$ cat src/rtl/bcd_display_scanner_if.sv
// Display-scanner bus: the packed BCD value and blanking request coming in
// from the display-data multiplexer, and the 7-segment pin drives going out.
interface bcd_display_scanner_if;
    logic [15:0] data_bcd;
    logic        blank_lz;
    logic [6:0]  seg;
    logic [3:0]  an;
    logic        frame_done;

    modport master (
        output data_bcd, blank_lz,
        input  seg, an, frame_done
    );

    modport slave (
        input  data_bcd, blank_lz,
        output seg, an, frame_done
    );
endinterface

$ cat src/rtl/bcd_display_scanner.sv
// Time-multiplexes a 4-digit packed BCD value onto a common-anode 7-segment
// display. The value is snapshotted once per frame (no tearing), leading
// zeros can be blanked, and every digit slot opens with an all-off window
// to suppress ghosting. an/seg are registered from next-state values so
// they line up with the prescaler/digit state without extra latency.
module bcd_display_scanner #(
    parameter int REFRESH_DIV = 50000,
    parameter int BLANK_CYC   = 64
) (
    input logic                   clk,
    input logic                   rst,
    bcd_display_scanner_if.slave  bus
);

    localparam int              PW       = (REFRESH_DIV > 1) ? $clog2(REFRESH_DIV) : 1;
    localparam logic [PW-1:0]   PRE_LAST = PW'(REFRESH_DIV - 1);
    localparam logic [PW-1:0]   BLANK_P  = PW'(BLANK_CYC);

    logic [PW-1:0] pre_q, pre_d;
    logic [1:0]    dig_q, dig_d;
    logic [15:0]   snap_q, snap_d;
    logic          lz_q, lz_d;
    logic [3:0]    an_q, an_d;
    logic [6:0]    seg_q, seg_d;
    logic          fd_q, fd_d;

    logic [3:0]    nib;
    logic          hz3, hz2, hz1;
    logic          lz_blank;

    // Active-low {g,f,e,d,c,b,a}; anything outside 0..9 shows a dash.
    function automatic logic [6:0] seg_decode(input logic [3:0] v);
        logic [6:0] s;
        case (v)
            4'd0:    s = 7'b1000000;
            4'd1:    s = 7'b1111001;
            4'd2:    s = 7'b0100100;
            4'd3:    s = 7'b0110000;
            4'd4:    s = 7'b0011001;
            4'd5:    s = 7'b0010010;
            4'd6:    s = 7'b0000010;
            4'd7:    s = 7'b1111000;
            4'd8:    s = 7'b0000000;
            4'd9:    s = 7'b0010000;
            default: s = 7'b0111111;
        endcase
        return s;
    endfunction

    // Next scan state: prescaler wrap steps the digit; wrapping out of digit 3 takes a new snapshot.
    always_comb begin
        pre_d  = pre_q + PW'(1);
        dig_d  = dig_q;
        snap_d = snap_q;
        lz_d   = lz_q;
        fd_d   = 1'b0;
        if (pre_q == PRE_LAST) begin
            pre_d = '0;
            dig_d = dig_q + 2'd1;
            if (dig_q == 2'd3) begin
                snap_d = bus.data_bcd;
                lz_d   = bus.blank_lz;
                fd_d   = 1'b1;
            end
        end
    end

    // Next pin drive: pick the nibble for the upcoming digit and decide whether it is suppressed.
    always_comb begin
        hz3 = (snap_d[15:12] == 4'd0);
        hz2 = hz3 && (snap_d[11:8] == 4'd0);
        hz1 = hz2 && (snap_d[7:4] == 4'd0);
        case (dig_d)
            2'd0:    nib = snap_d[3:0];
            2'd1:    nib = snap_d[7:4];
            2'd2:    nib = snap_d[11:8];
            default: nib = snap_d[15:12];
        endcase
        case (dig_d)
            2'd1:    lz_blank = lz_d && hz1;
            2'd2:    lz_blank = lz_d && hz2;
            2'd3:    lz_blank = lz_d && hz3;
            default: lz_blank = 1'b0;
        endcase
        an_d  = 4'b1111;
        seg_d = 7'b1111111;
        if (!(pre_d < BLANK_P) && !lz_blank) begin
            an_d  = ~(4'b0001 << dig_d);
            seg_d = seg_decode(nib);
        end
    end

    // Scan state and pin registers; reset forces every anode and segment off.
    always_ff @(posedge clk or negedge rst) begin
        if (!rst) begin
            pre_q  <= '0;
            dig_q  <= 2'd0;
            snap_q <= 16'h0000;
            lz_q   <= 1'b0;
            an_q   <= 4'b1111;
            seg_q  <= 7'b1111111;
            fd_q   <= 1'b0;
        end else begin
            pre_q  <= pre_d;
            dig_q  <= dig_d;
            snap_q <= snap_d;
            lz_q   <= lz_d;
            an_q   <= an_d;
            seg_q  <= seg_d;
            fd_q   <= fd_d;
        end
    end

    assign bus.an         = an_q;
    assign bus.seg        = seg_q;
    assign bus.frame_done = fd_q;

endmodule

$ cat src/flat_wrapper.sv
// flat-port wrapper written by rule: the top's interface ports become plain ports
module bcd_display_scanner_flat 
#(
    parameter int REFRESH_DIV = 50000,
    parameter int BLANK_CYC   = 64
)
  (clk, rst, bus_data_bcd, bus_blank_lz, bus_seg, bus_an, bus_frame_done);
  bcd_display_scanner_if bus_i ();
  input logic clk;
  input logic rst;
  input wire logic [$bits(bus_i.data_bcd)-1:0] bus_data_bcd;
  input wire logic [$bits(bus_i.blank_lz)-1:0] bus_blank_lz;
  output wire logic [$bits(bus_i.seg)-1:0] bus_seg;
  output wire logic [$bits(bus_i.an)-1:0] bus_an;
  output wire logic [$bits(bus_i.frame_done)-1:0] bus_frame_done;
  assign bus_i.data_bcd = bus_data_bcd;
  assign bus_i.blank_lz = bus_blank_lz;
  assign bus_seg = bus_i.seg;
  assign bus_an = bus_i.an;
  assign bus_frame_done = bus_i.frame_done;
  bcd_display_scanner #(.REFRESH_DIV(REFRESH_DIV), .BLANK_CYC(BLANK_CYC)) u_core (.clk(clk), .rst(rst), .bus(bus_i));
endmodule
$ cat config.mk
export PLATFORM = sky130hd
export DESIGN_NAME = bcd_display_scanner_flat
export DESIGN_NICKNAME = d
export VERILOG_FILES = /design/src/rtl/bcd_display_scanner_if.sv /design/src/rtl/bcd_display_scanner.sv /design/src/flat_wrapper.sv
export SDC_FILE = /design/constraint.sdc
export NUM_CORES = 1
export LEC_CHECK = 0
export BUFFER_PORTS_ARGS = -buffer_cell sky130_fd_sc_hd__buf_2
export CAP_MARGIN = 5
export CORE_ASPECT_RATIO = 0.8
export CORE_MARGIN = 1.5
export CORE_UTILIZATION = 28
export CTS_CLUSTER_SIZE = 20
export DETAILED_ROUTE_END_ITERATION = 8
export HOLD_SLACK_MARGIN = 0.1
export PLACE_DENSITY_LB_ADDON = 0.05
export SKIP_CTS_REPAIR_TIMING = 1
export SLEW_MARGIN = 20
export SYNTH_ARGS = -nofsm -noshare
export SYNTH_HDL_FRONTEND = slang
export SYNTH_SLANG_ARGS = --single-unit
$ cat constraint.sdc
create_clock -name clk -period 3.95 [get_ports clk]
set_input_delay 0.395 -clock clk [delete_from_list [all_inputs] [get_ports clk]]
set_output_delay 0.395 -clock clk [all_outputs]
set_load 0.02 [all_outputs]
## Word level (Yosys, flattened, before mapping)

Memory sizes are Yosys's and may differ from the RTL's.
Index checks and enable logic that the tools add are counted.
Widths: inputs -> output; s select.

| storage, ports and cells | value |
|---|---|
| input port bits | 19 |
| output and inout port bits | 12 |
| word-level logic and storage cells | 42 |
| register bits after elaboration | 47 |
| ROM bits | 112 |
| memories | 1 |

Memory list:

| memory | depth | bits a word | rd ports | clocked after Yosys merged registers in | wr ports | RTL line | text |
|---|---|---|---|---|---|---|---|
| (no name shown) | 16 | 7 | 1 | 0 | 0 | bcd_display_scanner.sv:34 | `case (v)` |

| cells by class | value |
|---|---|
| muxes and demuxes | 12 |
| $lt $le $gt $ge | 1 |
| $add $sub $neg | 2 |
| bitwise gates (word level) | 1 |
| reduce and logical (&&, ||, !) cells | 12 |
| equality and inequality tests | 5 |
| shift-type cells | 1 |

Operators with widths:

| operator | count |
|---|---|
| $mux 16 | 3 |
| $add 16x1->16 const B | 1 |
| $eq 16x16->1 const B | 1 |
| $lt 16x7->1 const B | 1 |
| $logic_not 4->1 | 3 |
| $pmux 4 s3 | 1 |
| $mux 7 | 1 |
| $eq 2x2->1 const B | 3 |
| $logic_and 1x1->1 | 6 |
| $mux 1 | 4 |
| $mux 4 | 1 |
| $not 4->4 | 1 |
| $shl 1x2->4 const A | 1 |
| $pmux 1 s3 | 1 |
| $add 2x1->2 const B | 1 |
| $eq 2x1->1 const B | 1 |
| $logic_not 1->1 | 2 |
| $logic_not 2->1 | 1 |
| $mux 2 | 1 |

## Longest topological paths before layout

Gate-level depths: netlist of run 1.

| logic depth | value |
|---|---|
| word-level depth | 11 |
| mapped depth | 13 |
| gate-level depth less buffers | 11 |

## Least setup slack after synthesis of run 1

Ideal clock, no wire load.

| path | value |
|---|---|
| path type | register to register |
| start point | reg u_core.pre_q[11] |
| end point | reg u_core.seg_q[4], in the netlist u_core.bus.seg[4] |
| buffers on the path | 0 |
| period minus slack after synthesis | 3.434 ns |
| arrival | 3.354 ns |
| path slack | 0.516 ns |
| required time | 3.869 ns |
| setup time | 0.081 ns |
| cell stages (with the launch flop) | 11 |
| cells stage by stage | dfrtp_1 -> or4_4 -> nor4_4 -> mux2i_1 -> inv_2 -> mux2i_1 -> mux2i_2 -> inv_1 -> ha_1 -> mux2_2 -> a32oi_1 |

| on the way | value |
|---|---|
| elaborated cells on any way between the ends | 26 |
| classes of those cells | add/sub (1); order compare (1); eq/ne (4); mux (7); reduce/logical (12); memory (1) |

RTL lines:

| what | RTL line | text |
|---|---|---|
| from (decl) | bcd_display_scanner.sv:19 | `logic [PW-1:0] pre_q, pre_d;` |
| from (signal assigned) | bcd_display_scanner.sv:104 | `pre_q <= pre_d;` |
| $eq 16x16->1 * | bcd_display_scanner.sv:57 | `if (pre_q == PRE_LAST) begin` |
| $mux 2 * | bcd_display_scanner.sv:57 |  |
| named net u_core.dig_d[1] | bcd_display_scanner.sv:20 | `logic [1:0] dig_q, dig_d;` |
| parallel branches: the longest is 4 deep, another holds $mem_v2 16x7 | n/a |  |
| $mux 7 * | bcd_display_scanner.sv:87 | `if (!(pre_d < BLANK_P) && !lz_blank) begin` |
| named net u_core.seg_d[4] | bcd_display_scanner.sv:24 | `logic [6:0] seg_q, seg_d;` |
| to (signal assigned) | bcd_display_scanner.sv:109 | `seg_q <= seg_d;` |
| to (decl) | bcd_display_scanner.sv:24 |  |

Mark *: on every way through the listed nets, which the timed path passes.

## Final worst setup path of run 1

| path | value |
|---|---|
| start point | reg u_core.pre_q[11] |
| end point | reg u_core.seg_q[4], in the netlist u_core.bus.seg[4] |

| on the way | value |
|---|---|
| cells in the longest elaborated chain, start to end | 10 |
| elaborated cells on any way between the ends | 26 |
| classes of those cells | add/sub (1); order compare (1); eq/ne (4); mux (7); reduce/logical (12); memory (1) |

RTL lines:

| what | RTL line |
|---|---|
| parallel branches: the longest is 9 deep, another holds $add 16x1->16 | n/a |
| $mux 7 * | bcd_display_scanner.sv:87 |
| named net u_core.seg_d[4] | bcd_display_scanner.sv:24 |

Marks and branches as above.

==> results of run 1 <==
## cell type report
class                   instances  area (um^2)
clock buffers                   7         86.3
well taps                     112          140
clock inverters                 1         5.00
repair buffers                 38          213
multi-input cells             151         1210
flip-flops and latches         47         1190
inverters                      12         45.0
fillers                       885         5670
## state kept, by name, summed over array words and instances, names as in the netlist
| register | count |
|---|---|
| u_core.bus.seg | 7 |
| u_core.bus.frame_done | 1 |
| u_core.snap_q | 16 |
| u_core.pre_q | 16 |
| u_core.lz_q | 1 |
| u_core.bus.an | 4 |
| u_core.dig_q | 2 |
## worst paths after layout
kind / slack (ns) / to / depth (start not counted)
max in group asynchronous: 2.62 / u_core.bus.an[2] / 3
min in group asynchronous: 0.57 / u_core.dig_q[1] / 2
min reg2reg: 0.49 / u_core.pre_q[0] / 1
min: 0.34 / u_core.lz_q / 2
max reg2reg: 0.52 / u_core.bus.seg[4] / 9
max: 0.52 / u_core.bus.seg[4] / 9
## metal layers
metal  share of wire (%)  routed length [um]
met3                 3.6                 200
met2                  40                2220
met1                  56                3100
met4                0.84                  47
met5                   0                   0
## worst register-to-register path, cell delays in order (launching register included)
cell,delay [ns]
dfrtp_1,0.48
or4_4,0.61
nor4_4,0.28
buf_4,0.21
xnor2_2,0.29
mux2i_2,0.59
inv_1,0.18
ha_1,0.25
mux2_2,0.26
a32oi_1,0.20
## through the flow
step                      hold WS (ns)  cell area, um^2
after floorplan                 0.0994             2480
after global placement           0.375             2780
after detailed placement         0.379             2780
after CTS                       0.0477             2880
after global routing             0.344             2890
final                            0.345             2890
## layout by cell type, fill, tap and decap left out, types with 2 or more instances in the layout
cell       n
nor2_1    15
mux2_4     2
and4b_1    2
mux2i_2    2
mux2i_1   13
nor4_4     2
o211ai_1   2
nor2b_1    2
clkbuf_8   6
dfstp_2   11
mux2_2    18
or3_1      3
a32oi_1    3
xnor2_1    6
nand4_1    3
a211oi_1   2
nor3_1     7
nor4_1     7
dfrtp_1   36
or4_1      4
xor2_1     8
a21oi_1    2
buf_2     30
nand2_1    7
buf_4      7
o21ai_0    8
nand3_1   11
inv_1     11
a31oi_1    2
ha_1       8
## power groups by stage
stage / clock, uW / sequential (uW) / combinational, uW
final: 306 / 481 / 20.9
after global routing: 345 / 482 / 24.6
after CTS: 321 / 481 / 21.6
after detailed placement: 0 / 490 / 21.5
after global placement: 0 / 490 / 21.8
after floorplan: 0 / 491 / 0.750
## synthesized netlist by cell type (2+ instances only)
library cell,instances
a211oi_1,2
a21oi_1,2
a31oi_1,2
a32oi_1,3
and4b_1,2
clkbuf_1,3
dfrtp_1,36
dfstp_2,11
ha_1,8
inv_1,11
mux2_2,18
mux2_4,2
mux2i_1,13
mux2i_2,2
nand2_1,7
nand3_1,11
nand4_1,3
nor2_1,15
nor2b_1,2
nor3_1,7
nor4_1,7
o211ai_1,2
o21ai_0,8
or3_1,3
or4_1,4
xnor2_1,6
xor2_1,8
## cells by family (layout without fill, tap and decap cells)
kind of cell             after synthesis  after routing  share of synthesized area [%]
AND/OR/NAND/NOR                       72             72                           17.4
flip-flops                            47             47                           48.0
multiplexers                          35             35                           15.7
AO/OA/AOI/OAI                         21             21                           5.50
buffers and inverters                 18             58                           3.73
XOR/XNOR                              15             15                           5.60
adder cells (fa/ha/maj)                8              8                           4.04
==> impl_metrics.ini, run 1 <==
[global_routing]
grt_util_met1_pct = 19.5
grt_util_met2_pct = 17.9
grt_pass1_wl_mm = 9.21
grt_pass1_vias = 1751
grt_util_all_layers_pct = 12.8
use_met3_pct = 3.07
grt_max_degree = 30
antenna_found_initial = 0
overflow = 0
grt.busiest_layer = met1

[logic_synthesis]
yosys_register_bits = 47
async_reset_ff_share_pct = 100
synth_top_cell_by_area = dfrtp_1
synthTopCellsByArea = dfrtp_1 (36%), dfstp_2 (12%), mux2_2 (8.2%)
synth_top_area_share_pct = 36.3
netlist-cell-type-count = 45
yosysSeqAreaShare_pct = 48.0
synth_cells = 216
synth_area_um2 = 2480
synth_edf_count = 0
syn_area_per_cell_um2 = 11.5
ys.flop_type = dfrtp_1
yosysWarnings = 0
syn-num-nets = 243

[detailed_routing]
first_iter_violations = 69
vias = 1753
first_pass_iters = 4
route.detailed.drc = 0
detail-route-antenna-nets = 0
via_per_inst = 4.76
wl_mm = 5.57
post_drt_wl_per_cell_um = 15.1

[worst_setup_path]
cp_max_fo = 9
worstPathRequired_ns = 4.17
max_stage_delay_ns = 0.61
cpLargestDelayFamily = simple AND/OR/NAND/NOR gates
cp.buffers_inverters = 2
cp_cell_sequence = or4_4 -> nor4_4 -> buf_4 -> xnor2_2 -> mux2i_2 -> inv_1 -> ha_1 -> mux2_2 -> a32oi_1
startpoint_type = flop
critPathKind = reg -> reg
critPathLaunch = u_core.pre_q[11]
worstSetupEndpointType = flop
cp_slowest_cell = or4_4
r2r-start = u_core.pre_q[11]
cp.arrival_ns = 3.64

[place]
dpl.hpwl_mm = 4.14
place_inst = 359
place_ws_ns = 0.587
place_congestion = 0.719
io_buffers = 30

[power_and_ir_drop]
p_seq_share_pct = 59.6
switching_share_pct = 21.9
worst_ir_drop_vdd_mv = 0.157
total_power_uw = 808
p_switching_uw = 177
powerDensity_nw_per_um2 = 280
p_int_uw = 631
clkPwrFrac_pct = 37.8
comb_power_share_pct = 2.6
p_leak_uw = 0.00135

[timing]
max_freq_mhz = 292
worst_pin_slew_ns = 0.709
relSlewSlack_pct = 52.5
fin_ws_ns = 0.522
finalCritPeriodShare_pct = 86.8
clock-skew-final_ns = 0.0119
setup_tns_ns = 0
rsz0062_at_grt = false
setup_violations = 0
period_needed_ns = 3.43
maxSlewViolCount = 0
hold_viol = 0

[final_layout]
fin_cells = 368
finalNetCount = 282
fin_util_pct = 33.7
n_antenna_cell = 0
synthToLayoutAreaGrowth_pct = 16.3
layout-drive-gt1-share_pct = 32.4

[floorplan]
die_area_um2 = 9430
pin_count = 31
core_um2 = 8560
die_w_um = 108
std_cell_rows = 30
start_util_pct = 29.0
die_height_um = 87.2

[cts]
htree_levels = 2
path_clk_slew_ns = 0.10
clock-root-buffer = clkbuf_8
cts_tree = built
clock_sinks = 47
clk_path_buf_depth = 2
cts-buffers-inserted = 5
clock_latency_ns = 0.30

[job]
maxCapViolations = 0

[hold_path]
hp-class = in -> reg
hp-start = bus_blank_lz

[status]
status = complete, no violations
Note: power is estimated with default switching activity, not from simulation.
==> run 2: changes to the inputs <==
- CORE_UTILIZATION: 28 -> 45
- clock period: 3.95 -> 3.4 ns (I/O delays scaled with it)
==> run 2 against run 1 <==
Cell area down 0.52%. Non-clock buffer count is 5 higher. Cell count down 12%. Worst hold slack got worse by 0.26 ns. Sequential power rose by 16%. Routed wire length is 3.7% lower. Largest power group unchanged. Utilization rose by 22 points. Register-to-register slack got worse by 0.32 ns. Clock power grew 21%. Via count shrank 0.34%.
==> impl_metrics.ini, run 2 (synthesized netlist as in run 1, its figures left out) <==
[global_routing]
antenna_found_initial = 0
grt_max_degree = 34
grt_util_all_layers_pct = 19.3
overflow = 0
grt_pass1_vias = 1671
grt_pass1_wl_mm = 8.86

[detailed_routing]
wl_met3_um = 224
first_pass_iters = 4
highest_layer = met4
wl_mm = 5.36
vias = 1747
detail-route-antenna-nets = 0
post_drt_wl_per_cell_um = 16.6
via_per_inst = 5.41
first_iter_violations = 59
route.detailed.drc = 0
wl_met1_mm = 2.92
dr_wl_met2_mm = 2.16

[place]
place_ws_ns = 0.262
dpl.hpwl_mm = 3.92
place_congestion = 0.817
place_inst = 315
io_buffers = 30

[final_layout]
fin_cells = 323
multi_input_area_um2 = 1210
n_antenna_cell = 0
fin_util_pct = 55.7
fillerInstances = 466
final_common_cell = dfrtp_1
finalNetCount = 287
seq_area_um2 = 1190
layout-drive-gt1-share_pct = 34.5
synthToLayoutAreaGrowth_pct = 15.7
final_cell_mix = dfrtp_1 (36), buf_2 (30), mux2_2 (18)

[timing]
fin_ws_ns = 0.206
setup_violations = 0
rsz0062_at_grt = false
finalCritPeriodShare_pct = 93.9
max_freq_mhz = 313
worst_pin_slew_ns = 0.721
maxSlewViolCount = 0
clock-skew-final_ns = 0.00572
relSlewSlack_pct = 51.7
hold_viol = 0
period_needed_ns = 3.19
setup_tns_ns = 0

[worst_setup_path]
cp_cell_sequence = or4_4 -> nor4_4 -> mux2i_2 -> inv_2 -> a211oi_1 -> nor4b_2 -> nor2_1 -> o311ai_1
worstPathRequired_ns = 3.59
max_stage_delay_ns = 0.60
critPathKind = reg -> reg
cp_slowest_cell = or4_4
reg2reg_depth = 8
worstSetupEndpointType = flop
r2r-start = u_core.pre_q[11]
startpoint_type = flop
cp.arrival_ns = 3.38
cp_max_fo = 11
critPathLaunch = u_core.pre_q[11]

[status]
status = complete, no violations

[floorplan]
die_area_um2 = 5970
die_w_um = 86.0
core_um2 = 5150
die_height_um = 69.4
std_cell_rows = 23
start_util_pct = 48.1
pin_count = 31

[power_and_ir_drop]
powerDensity_nw_per_um2 = 333
total_power_uw = 954
p_leak_uw = 0.00138
worst_ir_drop_vdd_mv = 0.191

[hold_path]
hp-class = in -> async

[cts]
cts_tree = built
path_clk_slew_ns = 0.09
clock_latency_ns = 0.30
htree_levels = 2
clock-root-buffer = clkbuf_8
clk_path_buf_depth = 2
clock_sinks = 47
cts-buffers-inserted = 5

[job]
maxCapViolations = 0
==> run 2: changes by cell type in the layout (fill, tap and decap cells not counted) <==
cell / previous run / this run
buf_4: 7 / 13
clkbuf_8: 6 / 7
clkinv_2: 1 / 0
dlygate4sd3_1: 1 / 0
mux2i_1: 13 / 12
mux2i_2: 2 / 3
==> run 2: per-layer routing <==
| metal | track usage (%) | vias to the layer above |
|---|---|---|
| met2 | 24.5 | 37 |
| li1 | - | 873 |
| met4 | 5.91 | 0 |
| met5 | 0 | - |
| met3 | 3.69 | 7 |
| met1 | 31.9 | 830 |
==> run 2: final cells by class <==
| cell class | instances | area share, % |
|---|---|---|
| flip-flops and latches | 47 | 41.5 |
| clock buffers | 8 | 3.49 |
| inverters | 12 | 1.57 |
| repair buffers | 43 | 8.63 |
| multi-input cells | 151 | 42.2 |
| well taps | 62 | 2.70 |
==> run 2: critical path: cells and delay by family (launching register included) <==
kind / cells / cell delay [ns]
simple gates: 4 / 1.67
mux: 1 / 0.29
compound gates: 2 / 0.52
buf+inv: 1 / 0.14
flops: 1 / 0.46
==> run 2: path summary, 6_finish.rpt <==
kind                                      to  slack (ns)
hold / removal                   u_core.lz_q        0.09
setup / recovery           u_core.bus.seg[5]        0.21
hold reg to reg              u_core.pre_q[0]        0.49
max in group asynchronous  u_core.bus.seg[4]        2.57
setup reg to reg           u_core.bus.seg[5]        0.21
min in group clk            u_core.snap_q[2]        0.29
==> run 2: power by group <==
group	internal, uW	total, uW	switching [uW]
Clock	186	371	186
Combinational	8.61	23.8	15.1
Sequential	559	559	0
==> run 2: per-stage QoR <==
stage,instance area (um^2),hold WS [ns]
global route,2870,0.138
CTS,2870,0.109
floorplan,2480,0.0444
finish,2870,0.0869
detailed placement,2770,0.442
global placement,2770,0.442
==> run 3: changes to the inputs <==
- PLACE_DENSITY_LB_ADDON: 0.05 -> 0.2
==> run 3 against run 2 <==
Combinational power is 3% lower. Largest power group unchanged. Setup slack lost 0.0051 ns. Critical path depth grew 3. Critical endpoint is now u_core.bus.seg[6]. Cell area rose by 1.3%. Register-to-register slack about the same. Flip-flop and latch count did not move. Clock-buffer cell count unchanged. Routed wire length shrank 2.8%. Via count increased by 3.1%. Clock skew increased by 0.0041 ns. Non-clock buffer count is 4 higher. Clock power down 12%.
==> impl_metrics.ini, run 3 (synthesized netlist as in run 1, its figures left out) <==
[floorplan]
die_height_um = 69.4
die_area_um2 = 5970
start_util_pct = 48.1
core_um2 = 5150
pin_count = 31
std_cell_rows = 23
die_w_um = 86.0

[final_layout]
synthToLayoutAreaGrowth_pct = 17.2
finalNetCount = 291
fin_util_pct = 56.4
n_antenna_cell = 0
layout-drive-gt1-share_pct = 34.3
final_common_cell = dfrtp_1
final_cell_mix = dfrtp_1 (36), buf_2 (29), mux2_2 (18)

[timing]
maxSlewViolCount = 0
setup_tns_ns = 0
relSlewSlack_pct = 55.2
fin_ws_ns = 0.201
period_needed_ns = 3.20
setup_violations = 0
worst_pin_slew_ns = 0.669
max_freq_mhz = 313
hold_viol = 0
clock-skew-final_ns = 0.00978
finalCritPeriodShare_pct = 94.1

[worst_setup_path]
cp_cell_sequence = or4bb_1 -> nor4_4 -> buf_4 -> xnor2_2 -> mux2_4 -> mux2_4 -> inv_1 -> ha_1 -> inv_1 -> mux2_2 -> o21ai_0
critPathKind = reg -> reg
cp.arrival_ns = 3.40
cpLargestDelayFamily = multiplexers
cp_slowest_cell = or4bb_1
reg2reg_depth = 11
worstPathRequired_ns = 3.61
cp_max_fo = 6
max_stage_delay_ns = 0.61
startpoint_type = flop
cp.buffers_inverters = 3
worstSetupEndpointType = flop
critical_path_depth = 11

[detailed_routing]
detail-route-antenna-nets = 0
first_pass_iters = 4
wl_mm = 5.22
post_drt_wl_per_cell_um = 15.9
via_per_inst = 5.51
route.detailed.drc = 0
vias = 1801
first_iter_violations = 118

[cts]
cts-buffers-inserted = 5
path_clk_slew_ns = 0.09
clk_path_buf_depth = 2
htree_levels = 2
clock_latency_ns = 0.30
clock_sinks = 47
clock-root-buffer = clkbuf_8
cts_tree = built

[global_routing]
grt_pass1_wl_mm = 8.58
overflow = 0
grt_max_degree = 48
antenna_found_initial = 0
grt_util_all_layers_pct = 18.6
grt_pass1_vias = 1747

[power_and_ir_drop]
clkPwrFrac_pct = 35.9
p_leak_uw = 0.00139
worst_ir_drop_vdd_mv = 0.205
p_switching_uw = 193
p_seq_share_pct = 61.6
switching_share_pct = 21.3
p_int_uw = 714
powerDensity_nw_per_um2 = 312
comb_power_share_pct = 2.6

[job]
maxCapViolations = 0

[place]
place_congestion = 0.828
place_ws_ns = 0.0606
dpl.hpwl_mm = 3.78
io_buffers = 30

[hold_path]
holdPathStages = 2
hp-class = in -> reg

[status]
status = complete, no violations
-- run 3: cell count changes in the layout (fill, tap and decap cells not counted), sizes merged --
| cell | delta |
|---|---|
| buf | +3 |
| dlygate4sd3 | +1 |
-- run 3: per-layer routing --
layer	up-vias	GRT usage (%)	wire (um)
met4	0	6.27	70
met2	56	26.1	2250
met1	861	28.2	2620
li1	876	-	-
met5	-	0	0
met3	8	4.17	275
-- run 3: power by group through the flow --
stage / logic, uW / registers, uW / clock network [uW]
after floorplan: 0.871 / 570 / 0
after global placement: 22.9 / 570 / 0
after detailed placement: 23.3 / 570 / 0
after CTS: 23.3 / 559 / 337
after global routing: 26.6 / 559 / 358
final: 23.2 / 559 / 325
-- run 3: path summary, 6_finish.rpt --
check                                 start           endpoint  slack, ns
min in group asynchronous               rst  u_core.snap_q[14]       0.58
hold / removal                 bus_blank_lz        u_core.lz_q       0.29
setup / recovery           u_core.pre_q[12]  u_core.bus.seg[6]       0.20
hold reg to reg             u_core.pre_q[0]    u_core.pre_q[0]       0.49
max in group asynchronous               rst   u_core.snap_q[5]       2.41
setup reg to reg           u_core.pre_q[12]  u_core.bus.seg[6]       0.20
-- run 3: final cells by class --
cell class / instances / area (um^2)
inverter: 12 / 45.0
clock buffer: 8 / 80.1
timing repair buffer: 47 / 295
fill: 438 / 2240
multi-input combinational: 151 / 1220
tap: 62 / 77.6
sequential: 47 / 1190
-- run 3: per-stage QoR --
stage / total power [uW] / std cells / hold WS (ns) / cell area [um^2]
finish: 908 / 327 / 0.286 / 2910
global route: 943 / 327 / 0.288 / 2910
CTS: 920 / 325 / 0.264 / 2880
detailed placement: 593 / 317 / 0.477 / 2800
global placement: 593 / 317 / 0.476 / 2800
floorplan: 571 / 216 / 0.0444 / 2480
-- run 3: worst register-to-register path, cell delays in order, from the launching register on --
cell	delay (ns)
dfrtp_1	0.39
or4bb_1	0.61
nor4_4	0.25
buf_4	0.19
xnor2_2	0.25
mux2_4	0.37
mux2_4	0.31
inv_1	0.11
ha_1	0.15
inv_1	0.03
mux2_2	0.24
o21ai_0	0.20
